<file path="config.mk">
export PLATFORM = sky130hd
export DESIGN_NAME = vscale_htif_pcr_responder
export DESIGN_NICKNAME = d
export VERILOG_FILES = /design/src/rtl/vscale_htif_pcr_responder.sv
export SDC_FILE = /design/constraint.sdc
export NUM_CORES = 1
export LEC_CHECK = 0
export ABC_AREA = 1
export BUFFER_PORTS_ARGS = -buffer_cell sky130_fd_sc_hd__buf_4
export CELL_PAD_IN_SITES_DETAIL_PLACEMENT = 0
export CELL_PAD_IN_SITES_GLOBAL_PLACEMENT = 1
export CORE_UTILIZATION = 33
export DETAILED_ROUTE_END_ITERATION = 16
export HOLD_SLACK_MARGIN = 0.15
export PLACE_DENSITY = 0.89
export SYNTH_ARGS = -nofsm -noshare
export SYNTH_HDL_FRONTEND = slang
export SYNTH_SLANG_ARGS = --single-unit
</file>
<file path="constraint.sdc">
create_clock -name clk -period 1.9 [get_ports clk]
set_clock_uncertainty 0.15 [all_clocks]
set_input_delay 0.095 -clock clk [delete_from_list [all_inputs] [get_ports clk]]
set_output_delay 0.095 -clock clk [all_outputs]
set_load 0.02 [all_outputs]
</file>
<file path="src/rtl/vscale_htif_pcr_responder.sv">
// HTIF PCR responder: host read/write access to tohost/fromhost with a
// one-outstanding-request handshake. Optional cycle CSR: VSCALE_HTIF_CYCLE_CSR_EN.
module vscale_htif_pcr_responder #(
  parameter int ADDR_WIDTH = 12,
  parameter int DATA_WIDTH = 64,
  parameter logic [ADDR_WIDTH-1:0] TO_HOST_ADDR = 12'h780,
  parameter logic [ADDR_WIDTH-1:0] FROM_HOST_ADDR = 12'h781
) (
  input  logic                  clk,
  input  logic                  reset,
  input  logic                  htif_pcr_req_valid,
  output logic                  htif_pcr_req_ready,
  input  logic                  htif_pcr_req_rw,
  input  logic [ADDR_WIDTH-1:0] htif_pcr_req_addr,
  input  logic [DATA_WIDTH-1:0] htif_pcr_req_data,
  output logic                  htif_pcr_resp_valid,
  input  logic                  htif_pcr_resp_ready,
  output logic [DATA_WIDTH-1:0] htif_pcr_resp_data,
  input  logic                  core_tohost_wen,
  input  logic [DATA_WIDTH-1:0] core_tohost_wdata,
  input  logic                  core_fromhost_wen,
  input  logic [DATA_WIDTH-1:0] core_fromhost_wdata,
  output logic [DATA_WIDTH-1:0] tohost,
  output logic [DATA_WIDTH-1:0] fromhost
);

  typedef enum logic [0:0] {ST_IDLE = 1'b0, ST_RESP = 1'b1} state_e;

  state_e                state_q, state_d;
  logic                  resp_valid_q, resp_valid_d;
  logic [DATA_WIDTH-1:0] resp_data_q, resp_data_d;
  logic [DATA_WIDTH-1:0] tohost_q, tohost_d;
  logic [DATA_WIDTH-1:0] fromhost_q, fromhost_d;
  logic [DATA_WIDTH-1:0] rd_data_s;
  logic                  accept_s;
  logic                  hit_to_s;
  logic                  hit_from_s;

`ifdef VSCALE_HTIF_CYCLE_CSR_EN
  localparam logic [ADDR_WIDTH-1:0] CYCLE_ADDR = ADDR_WIDTH'(12'hC00);
  logic [DATA_WIDTH-1:0] cycle_q, cycle_d;
  logic                  hit_cycle_s;
  assign hit_cycle_s = (htif_pcr_req_addr == CYCLE_ADDR);
`endif

  // Ready is gated by reset so the host never sees a stale IDLE while reset is high.
  assign htif_pcr_req_ready  = (state_q == ST_IDLE) && !reset;
  assign accept_s            = htif_pcr_req_valid && htif_pcr_req_ready;
  assign hit_to_s            = (htif_pcr_req_addr == TO_HOST_ADDR);
  assign hit_from_s          = (htif_pcr_req_addr == FROM_HOST_ADDR);
  assign htif_pcr_resp_valid = resp_valid_q;
  assign htif_pcr_resp_data  = resp_data_q;
  assign tohost              = tohost_q;
  assign fromhost            = fromhost_q;

  // Read mux: value returned for the addressed register (pre-update value).
  always_comb begin
    rd_data_s = {DATA_WIDTH{1'b0}};
    if (hit_to_s) begin
      rd_data_s = tohost_q;
    end else if (hit_from_s) begin
      rd_data_s = fromhost_q;
`ifdef VSCALE_HTIF_CYCLE_CSR_EN
    end else if (hit_cycle_s) begin
      rd_data_s = cycle_q;
`endif
    end else begin
      rd_data_s = {DATA_WIDTH{1'b0}};
    end
  end

  // Handshake FSM next state and registered response.
  always_comb begin
    state_d      = state_q;
    resp_valid_d = resp_valid_q;
    resp_data_d  = resp_data_q;
    case (state_q)
      ST_IDLE: begin
        if (accept_s) begin
          state_d      = ST_RESP;
          resp_valid_d = 1'b1;
          resp_data_d  = rd_data_s;
        end else begin
          state_d      = ST_IDLE;
          resp_valid_d = 1'b0;
        end
      end
      ST_RESP: begin
        if (htif_pcr_resp_ready) begin
          state_d      = ST_IDLE;
          resp_valid_d = 1'b0;
        end else begin
          state_d      = ST_RESP;
          resp_valid_d = 1'b1;
        end
      end
      default: begin
        state_d      = ST_IDLE;
        resp_valid_d = 1'b0;
      end
    endcase
  end

  // tohost: core write wins over host read-clear or host write.
  always_comb begin
    tohost_d = tohost_q;
    if (core_tohost_wen) begin
      tohost_d = core_tohost_wdata;
    end else if (accept_s && hit_to_s) begin
      tohost_d = htif_pcr_req_rw ? htif_pcr_req_data : {DATA_WIDTH{1'b0}};
    end else begin
      tohost_d = tohost_q;
    end
  end

  // fromhost: host write wins over a coincident core write.
  always_comb begin
    fromhost_d = fromhost_q;
    if (accept_s && hit_from_s && htif_pcr_req_rw) begin
      fromhost_d = htif_pcr_req_data;
    end else if (core_fromhost_wen) begin
      fromhost_d = core_fromhost_wdata;
    end else begin
      fromhost_d = fromhost_q;
    end
  end

`ifdef VSCALE_HTIF_CYCLE_CSR_EN
  // Free-running cycle counter, wraps naturally at all-ones.
  always_comb begin
    cycle_d = cycle_q + DATA_WIDTH'(1);
  end
`endif

  // State registers with synchronous reset; pending response is dropped on reset.
  always_ff @(posedge clk) begin
    if (reset) begin
      state_q      <= ST_IDLE;
      resp_valid_q <= 1'b0;
      resp_data_q  <= {DATA_WIDTH{1'b0}};
      tohost_q     <= {DATA_WIDTH{1'b0}};
      fromhost_q   <= {DATA_WIDTH{1'b0}};
`ifdef VSCALE_HTIF_CYCLE_CSR_EN
      cycle_q      <= {DATA_WIDTH{1'b0}};
`endif
    end else begin
      state_q      <= state_d;
      resp_valid_q <= resp_valid_d;
      resp_data_q  <= resp_data_d;
      tohost_q     <= tohost_d;
      fromhost_q   <= fromhost_d;
`ifdef VSCALE_HTIF_CYCLE_CSR_EN
      cycle_q      <= cycle_d;
`endif
    end
  end

endmodule

</file>
==> impl_metrics.yaml <==
pwr:
  pwr_density_cell_nw_per_um2: 587
  power.leakage_nw: 9.14
  p_seq_frac: 0.423
  p_int_mw: 7.16
  switching_share: 0.305
  pwr-share-clk: 0.341
  peakVddDrop_uv: 588
  finalPower_mw: 10.3
  pwr-share-comb: 0.236
  switchingPower_mw: 3.15
routing:
  drc: 0
  vias: 14200
  avgViaCountPerCell: 5.19
  drt_iter0_markers: 1343
  first_pass_iters: 7
  wirelength_um: 49400
  antenna_left: 0
  wl_per_cell_um: 18.0
cts:
  cts_root_buf: "clkbuf_16"
  cts_tree: "done"
  cts_inserted_buffers: 17
  h-tree-depth: 4
  insertion_delay_ps: 430
  cts_sinks: 193
  clk_pin_slew_worst_paths_ps: 80
  cts_buffer_depth: 2
critical_path:
  cp.arrival_ps: 1990
  worst-setup-path-type: "reg -> reg"
  crit_path_end_kind: "flop"
  slowest_stage: "dfxtp_2"
  critPathRequiredTime_ps: 2050
  worstPathCellList: "nor2_4 > nand2_4 > nor2_4 > nand3_4 > buf_12 > clkbuf_16 > nand2_1 > nand2_1 > nor2_1 > nor2_1"
  slowest_delay_ps: 350
  cpLargestDelayFamily: "simple AND/OR/NAND/NOR gates"
  critPathBufInv: 2
  startpoint_type: "flop"
  critPathMaxFanout: 9
global_route:
  overflow: 0
  grt_pass1_wl_um: 73200
  first_global_vias: 13400
  grt_max_degree: 129
  grt_usage: 0.280
  grt_antenna_before_repair: 2
place:
  place_inst: 2431
  io_buffers: 404
  gp_congestion: 0.842
  hpwl_um: 29500
  dp_slack_ps: 61.6
sta:
  final_hold_viol_count: 0
  slew_violations: 0
  maxSlewHeadroom: 0.587
  fmax_ghz: 0.544
  worst_pin_slew_ps: 620
  setup-violations-final: 0
  post-route-period-util: 0.968
  fin_crit_ps: 1840
  fin_ws_ps: 61.7
  rsz0062_at_grt: "yes"
  setup_tns_ps: 0
logic_synthesis:
  synthXorXnorAreaFrac: 0
  synthAdderAreaFrac: 0
  synth-simple-area-share: 0.462
  ys_seq_area_frac: 0.364
  synth_compound_area_frac: 0.0344
  yosysWarnings: 0
  synth_top_family_by_area: "simple AND/OR/NAND/NOR gates"
  ys_seq_elements: 193
  synth_area_um2: 10600
  syn_nets: 1939
  avgSynthCellArea_um2: 6.15
  synth.distinct_cells: 19
  synthMuxAreaShare: 0
  netlist_instances: 1728
final_layout:
  nNetsFinal: 2537
  num-fill-cells: 2999
  postLayoutCoreUtil: 0.555
  drive_gt1_frac: 0.218
  syn2layout_area_growth_pct: 65.3
  final_cells: 2742
floorplan:
  ios: 405
  num_rows: 65
  die_w_um: 181
  die_area_um2: 32900
  start_util: 0.336
  core_area_um2: 31600
  die_h_um: 181
min_path:
  min_path_type: "in -> reg"
run:
  max_cap_violations: 0
status:
  status: "complete, no violations"
[through the flow]
step / hold WS (ps) / area [um^2]
2_1_floorplan: 56.0 / 10600
3_3_place_gp: 145 / 14100
3_5_place_dp: 148 / 14100
4_1_cts: 158 / 17300
5_1_grt: 157 / 17600
6_report: 137 / 17600
[layer usage]
metal | GRT usage | routed length, um
met1 | 0.334 | 19400
met2 | 0.482 | 23700
met3 | 0.0447 | 3970
met4 | 0.147 | 2310
met5 | 0 | 0
[worst paths after layout]
path                  startpoint                     end  slack, ps  depth (start not counted)
min reg2reg  htif_pcr_resp_valid     htif_pcr_resp_valid        360                          2
max          htif_pcr_resp_valid            fromhost[23]         60                         10
max reg2reg  htif_pcr_resp_valid            fromhost[23]         60                         10
min                        reset  htif_pcr_resp_data[52]        140                          5
[flip-flops by register name, summed over array words and instances (netlist names)]
name and flops:
fromhost 64, htif_pcr_resp_data 64, htif_pcr_resp_valid 1, tohost 64
[power by group through the flow]
stage / sequential (mW) / clock, mW / combinational [mW]
2_1_floorplan: 4.61 / 0 / 0.728
3_3_place_gp: 4.45 / 0 / 1.85
3_5_place_dp: 4.45 / 0 / 1.86
4_1_cts: 4.36 / 3.56 / 2.34
5_1_grt: 4.38 / 3.72 / 2.59
6_report: 4.36 / 3.52 / 2.43
[cell families (layout without fill, tap and decap cells)]
| family | count (synthesis) | count (layout) |
|---|---|---|
| flops | 193 | 193 |
| compound gates | 73 | 73 |
| simple gates | 1112 | 1112 |
| other cells | 0 | 1 |
| buf+inv | 350 | 961 |
[what timing repair did]
| action | 4_1_cts | 5_1_grt |
|---|---|---|
| endpoints found under the hold margin | 140 | 0 |
| resized for setup | 0 | 12 |
| endpoints found under the setup margin | 0 | 61 |
| hold buffers | 263 | 0 |
| buffers inserted | 0 | 10 |
[final cells by class]
| type | count | area [um^2] | share of cell area |
|---|---|---|---|
| timing repair buffer | 726 | 6560 | 0.373 |
| clock buffer | 21 | 450 | 0.0256 |
| tap | 402 | 503 | 0.0286 |
| sequential | 193 | 3860 | 0.220 |
| clock inverter | 11 | 100 | 0.00570 |
| inverter | 203 | 767 | 0.0437 |
| antenna | 1 | 2.50 | 0.000142 |
| multi-input combinational | 1185 | 5320 | 0.303 |
[layout by cell type, fill, tap and decap left out, types with 3 or more instances in the layout]
cell type	count
a21oi_1	64
buf_12	28
buf_4	428
buf_6	4
clkbuf_1	3
clkbuf_16	22
clkinv_4	5
dfxtp_1	192
dlygate4sd3_1	260
inv_1	198
inv_2	3
inv_6	3
nand2_1	528
nand3_1	193
nand4_1	176
nor2_1	204
nor2_4	5
o21ai_0	9
[synthesized netlist by cell type (all sizes together)]
library cell / instances / area share
a21oi: 64 / 0.030
buf: 99 / 0.052
clkbuf: 48 / 0.017
dfxtp: 193 / 0.36
inv: 203 / 0.072
nand2: 531 / 0.19
nand3: 194 / 0.092
nand3b: 1 / 0.0011
nand4: 176 / 0.10
nor2: 210 / 0.077
o21ai: 9 / 0.0042
[worst register-to-register path: stages (launching register included)]
cell and delay (ps):
dfxtp_2 350, nor2_4 110, nand2_4 100, nor2_4 160, nand3_4 180, buf_12 190
clkbuf_16 170, nand2_1 70, nand2_1 80, nor2_1 110, nor2_1 40
(Power assumes the default switching activity.)
